[src/rtl/sample_scheduler_if.sv]
// Voice-slot handshake between the sample scheduler and the shared voice datapath.
interface sample_scheduler_if #(
    parameter int unsigned VOICE_W = 3
);
    logic               voice_valid;
    logic [VOICE_W-1:0] voice_idx;
    logic               voice_ready;
    logic               frame_done;

    modport master (
        output voice_valid,
        output voice_idx,
        output frame_done,
        input  voice_ready
    );

    modport slave (
        input  voice_valid,
        input  voice_idx,
        input  frame_done,
        output voice_ready
    );
endinterface

[src/rtl/sample_scheduler.sv]
// Sample-rate tick generator with programmable divisor, plus a frame sequencer
// that walks every voice slot through the shared datapath once per tick.
//
// state  | meaning
// -------+----------------------------------------------------------
// IDLE   | waiting for sample_tick; voice_idx holds its last value
// RUN    | voice_valid high, offering voice_idx to the datapath
// DONE   | one-cycle frame_done pulse, then back to IDLE
module sample_scheduler #(
    parameter int unsigned CLK_DIVISOR = 1133,
    parameter int unsigned NUM_VOICES  = 8,
    parameter int unsigned VOICE_W     = 3
) (
    input  logic               clk_in,
    input  logic               reset,
    input  logic               enable,
    input  logic               div_load,
    input  logic [31:0]        div_value,
    input  logic               overrun_clr,
    output logic               sample_tick,
    output logic               busy,
    output logic               overrun,
    sample_scheduler_if.master voice_if
);

    localparam logic [31:0]        DIV_RESET = (CLK_DIVISOR < 2) ? 32'd2 : 32'(CLK_DIVISOR);
    localparam logic [VOICE_W-1:0] LAST_IDX  = VOICE_W'(NUM_VOICES - 1);

    typedef enum logic [1:0] {
        S_IDLE,
        S_RUN,
        S_DONE
    } state_t;

    state_t             state;
    logic [31:0]        counter;
    logic [31:0]        div_reg;
    logic [31:0]        div_pending;
    logic               div_pend_flag;
    logic [31:0]        div_value_clamped;
    logic               wrap;
    logic               voice_valid_q;
    logic [VOICE_W-1:0] voice_idx_q;
    logic               frame_done_q;

    // A divisor below 2 would give a tick every cycle or none at all.
    assign div_value_clamped = (div_value < 32'd2) ? 32'd2 : div_value;
    assign wrap              = (counter == div_reg - 32'd1);
    assign sample_tick       = enable & ~reset & wrap;

    assign voice_if.voice_valid = voice_valid_q;
    assign voice_if.voice_idx   = voice_idx_q;
    assign voice_if.frame_done  = frame_done_q;

    // Divider counter: counts up while enabled, wraps on the tick cycle.
    always_ff @(posedge clk_in) begin
        if (reset) begin
            counter <= '0;
        end else if (!enable || wrap) begin
            counter <= '0;
        end else begin
            counter <= counter + 32'd1;
        end
    end

    // Divisor register: new values only land on a wrap so a period is never cut short.
    always_ff @(posedge clk_in) begin
        if (reset) begin
            div_reg       <= DIV_RESET;
            div_pending   <= DIV_RESET;
            div_pend_flag <= 1'b0;
        end else if (!enable) begin
            if (div_load) begin
                div_reg <= div_value_clamped;
            end else if (div_pend_flag) begin
                div_reg <= div_pending;
            end
            div_pend_flag <= 1'b0;
        end else begin
            if (wrap && div_pend_flag) begin
                div_reg       <= div_pending;
                div_pend_flag <= 1'b0;
            end
            if (div_load) begin
                div_pending   <= div_value_clamped;
                div_pend_flag <= 1'b1;
            end
        end
    end

    // Frame FSM with registered handshake outputs and sticky overrun flag.
    always_ff @(posedge clk_in) begin
        if (reset) begin
            state         <= S_IDLE;
            voice_valid_q <= 1'b0;
            voice_idx_q   <= '0;
            frame_done_q  <= 1'b0;
            busy          <= 1'b0;
            overrun       <= 1'b0;
        end else begin
            // A tick that arrives mid-frame is dropped, not queued.
            if (sample_tick && state != S_IDLE) begin
                overrun <= 1'b1;
            end else if (overrun_clr) begin
                overrun <= 1'b0;
            end

            case (state)
                S_IDLE: begin
                    frame_done_q <= 1'b0;
                    if (sample_tick) begin
                        state         <= S_RUN;
                        voice_valid_q <= 1'b1;
                        voice_idx_q   <= '0;
                        busy          <= 1'b1;
                    end
                end
                S_RUN: begin
                    if (voice_if.voice_ready) begin
                        if (voice_idx_q == LAST_IDX) begin
                            state         <= S_DONE;
                            voice_valid_q <= 1'b0;
                            frame_done_q  <= 1'b1;
                        end else begin
                            voice_idx_q <= voice_idx_q + 1'b1;
                        end
                    end
                end
                S_DONE: begin
                    state        <= S_IDLE;
                    frame_done_q <= 1'b0;
                    busy         <= 1'b0;
                end
                default: begin
                    state         <= S_IDLE;
                    voice_valid_q <= 1'b0;
                    frame_done_q  <= 1'b0;
                    busy          <= 1'b0;
                end
            endcase
        end
    end

endmodule
[src/flat_wrapper.sv]
// flat-port wrapper written by rule: the top's interface ports become plain ports
module sample_scheduler_flat 
#(
    parameter int unsigned CLK_DIVISOR = 1133,
    parameter int unsigned NUM_VOICES  = 8,
    parameter int unsigned VOICE_W     = 3
)
  (clk_in, reset, enable, div_load, div_value, overrun_clr, sample_tick, busy, overrun, voice_if_voice_valid, voice_if_voice_idx, voice_if_frame_done, voice_if_voice_ready);
  sample_scheduler_if #(.VOICE_W(VOICE_W)) voice_if_i ();
  input  logic clk_in;
  input  logic reset;
  input  logic enable;
  input  logic div_load;
  input  logic [31:0] div_value;
  input  logic overrun_clr;
  output logic sample_tick;
  output logic busy;
  output logic overrun;
  output wire logic [$bits(voice_if_i.voice_valid)-1:0] voice_if_voice_valid;
  output wire logic [$bits(voice_if_i.voice_idx)-1:0] voice_if_voice_idx;
  output wire logic [$bits(voice_if_i.frame_done)-1:0] voice_if_frame_done;
  input wire logic [$bits(voice_if_i.voice_ready)-1:0] voice_if_voice_ready;
  assign voice_if_voice_valid = voice_if_i.voice_valid;
  assign voice_if_voice_idx = voice_if_i.voice_idx;
  assign voice_if_frame_done = voice_if_i.frame_done;
  assign voice_if_i.voice_ready = voice_if_voice_ready;
  sample_scheduler #(.CLK_DIVISOR(CLK_DIVISOR), .NUM_VOICES(NUM_VOICES), .VOICE_W(VOICE_W)) u_core (.clk_in(clk_in), .reset(reset), .enable(enable), .div_load(div_load), .div_value(div_value), .overrun_clr(overrun_clr), .sample_tick(sample_tick), .busy(busy), .overrun(overrun), .voice_if(voice_if_i));
endmodule
[config.mk]
export PLATFORM = sky130hd
export DESIGN_NAME = sample_scheduler_flat
export DESIGN_NICKNAME = d
export VERILOG_FILES = /design/src/rtl/sample_scheduler_if.sv /design/src/rtl/sample_scheduler.sv /design/src/flat_wrapper.sv
export SDC_FILE = /design/constraint.sdc
export NUM_CORES = 1
export LEC_CHECK = 0
export CAP_MARGIN = 10
export CORE_UTILIZATION = 30
export CTS_BUF_LIST = sky130_fd_sc_hd__clkbuf_8
export DETAILED_ROUTE_END_ITERATION = 8
export DONT_BUFFER_PORTS = 1
export GPL_TIMING_DRIVEN = 0
export PLACE_DENSITY = 0.42
export SLEW_MARGIN = 20
export SYNTH_ARGS = -nofsm -noshare
export SYNTH_HDL_FRONTEND = slang
export SYNTH_SLANG_ARGS = --single-unit
[constraint.sdc]
create_clock -name clk_in -period 5.5 [get_ports clk_in]
set_input_delay 1.65 -clock clk_in [delete_from_list [all_inputs] [get_ports clk_in]]
set_output_delay 1.65 -clock clk_in [all_outputs]
set_load 0.02 [all_outputs]
==> run metrics <==
outcome=completed; Worst setup EP type=primary output; die footprint=0.0207 mm^2; GRT Overall Usage=approximately 18%; Slew HR=34.0%; Synth top cells by count=dfxtp_1 (106), nand2_1 (99), nor2_1 (73), a21oi_1 (42), xnor2_1 (39); WHS Path Cells=2; Hold Crit Start=u_core.div_pending[14]$_SDFFE_PP0P_; cts bufs inserted=9; Slew Limit Fails=0; syn nets=767; design area=~0.0066 mm^2; Core ar.=between 0.015 and 0.02 mm^2; Yosys top cell by area=dfxtp_1; post-synthesis cell count=between 700 and 800; layout cells sized above 1=10.2%; WHS=0.460 ns; Routed Antenna Nets=0; max-cap check violation count=0; sequential area share after synthesis=35.2%; Antenna Cells=0; hold endpoint=u_core.div_pending[14]$_SDFFE_PP0P_; fin crit share=a little over nine tenths; CTS clock-pin slew for the worst setup and hold paths=roughly 0.10 ns; post-synth cell types=63; largest net degree at the start of global routing=20; Root Driver=clkbuf_8; most frequent cell after synthesis=dfxtp_1; num rows=slightly above 50; worst min path class=reg2reg; gr ovfl total=0; R2R Path End=u_core.counter[19]$_SDFF_PP0_; RR Startpoint=u_core.div_reg[16]$_SDFFE_PP0P_; Peak supply drop=around 0.00010 V; total power=~1500 uW; PortBufs=0; via count=a little over 5k; CP arrival=~3.7 ns; die width=between 100 and 150 um; r2r worst-path depth=9; Starting Density=between 30% and 40%; dpl hpwl=roughly 13000 um; non-filler cells, final=1009; Lkg Pwr=0.00212 uW; Highest Clock Rate=around 190 MHz; Ports=46; asr flop ratio synth=0%; syn_area_per_cell=around 8.3 um^2; RD Place Congestion=between 0.8 and 0.9; Area Overhead vs Synth=10.1%; Synth area leaders=dfxtp_1 (35%), nand2_1 (6.2%), xnor2_1 (5.7%); Syn. warnings=0; Hold Vio Cnt, Final=0; vias per inst=~5.0; first drt pass iteration count=4; final setup fails=0; Placed Cells=990; Worst Skew=around 0.014 ns; number of global-route vias before repair=around 5k; WP data required=3.85 ns; clk sink count=between 100 and 150; WL/cell=approximately 17 um; Die Y=around 140 um; Worst Tran Pin Value=0.990 ns; Hold Buf Count CTS=0; R2R Setup Slk=1.28 ns; Synth top area share=between 30% and 40%; Clk Latency, worst-skew pair=around 0.4 ns; initial antenna violation count=0; fin nets=roughly 800; DRC viols=0; minimum clock period=around 5.4 ns; flops & latches, synth=about 110; CTS tree=yes; CP max FO=7; Mapped Area=about 0.006 mm^2; maximum root-to-sink buffer count=2; Main synth FF type=dfxtp_1; WL final=around 17000 um; CP Class=reg2out; Post-synth EDFFs=0; power density cells=222 mW/mm^2; crit path launch type=flip-flop; global-route wire length before repair=between 20000 and 30000 um; # H-tree levels=3; DP Area=~0.0064 mm^2; 1st-iter DRT viols=300
-- cell families after synthesis --
logic type      after synthesis  synth area share (%)
compound gates              125                  16.9
flops                       106                  35.2
fa+ha+maj                     4                 0.831
simple gates                313                  26.3
buf+inv                      75                  5.13
xor+xnor                     69                  10.0
mux                          33                  5.61
-- critical path, stage by stage (launching register included) --
cell,delay (ns)
dfxtp_1,0.39
nor4_1,0.78
nand3_1,0.27
nor4_1,0.46
xnor2_1,0.18
a21oi_1,0.15
or4_1,0.66
nor4_4,0.44
-- metrics by stage --
stage | setup slack [ns] | util, % | setup TNS, ns
after floorplan | 0.490 | - | 0
after global placement | -0.103 | 32.4 | -0.103
final | 0.118 | 33.9 | 0
after detailed placement | -0.167 | 32.4 | -0.167
after CTS | 0.107 | 33.5 | 0
after global routing | -0.0000497 | 33.9 | -0.0000497
-- timing repair --
item                       in CTS  in global routing
setup endpoints to repair       1                  1
gates cloned                    0                  0
hold endpoints to repair        0                  0
pin swaps                       1                  3
buffers inserted                0                  3
gates resized for setup         4                  7
-- worst max-delay path by stage --
stage,start,end,cells after the start
floorplan,u_core.div_reg[0]$_SDFFE_PP1P_,sample_tick,10
global placement,u_core.div_reg[0]$_SDFFE_PP1P_,sample_tick,10
detailed placement,u_core.div_reg[0]$_SDFFE_PP1P_,sample_tick,10
CTS,u_core.div_reg[0]$_SDFFE_PP1P_,sample_tick,10
global route,u_core.div_reg[1]$_SDFFE_PP0P_,sample_tick,9
finish,u_core.div_reg[16]$_SDFFE_PP0P_,sample_tick,7
-- final cells by class --
| cell class | instances | area (um^2) |
|---|---|---|
| fillers | 2074 | 13000 |
| multi-input cells | 544 | 3660 |
| flip-flops and latches | 106 | 2120 |
| well taps | 265 | 332 |
| plain buffers | 42 | 185 |
| clock buffers | 10 | 138 |
| inverters | 33 | 124 |
| clock inverters | 6 | 56.3 |
| repair buffers | 3 | 22.5 |
-- metal layers --
| layer | vias up | global-route usage, % | routed length (um) |
|---|---|---|---|
| li1 | 2597 | - | - |
| met1 | 2398 | 23.3 | 8490 |
| met2 | 69 | 28.7 | 7870 |
| met3 | 15 | 2.83 | 557 |
| met4 | 0 | 6.10 | 263 |
| met5 | - | 0 | 0 |
-- report_power, final --
| part | switching (uW) | internal, uW |
|---|---|---|
| registers | 18.9 | 788 |
| clock network | 309 | 187 |
| logic | 105 | 65.7 |
-- placed cells by master, fill, tap and decap left out, types with 8 or more instances in the layout --
master,count
buf_2,10
nor2_1,73
clkbuf_8,10
or3_1,8
nand3_1,19
nand2_1,99
clkbuf_1,29
o21ai_0,14
nand3b_1,11
xor2_1,30
mux2i_1,27
o32ai_2,20
inv_1,32
nor4_1,18
nand4_1,13
a21oi_1,42
dfxtp_1,106
nor3_1,16
xnor2_1,39
Note: power is estimated with default switching activity, not from simulation.
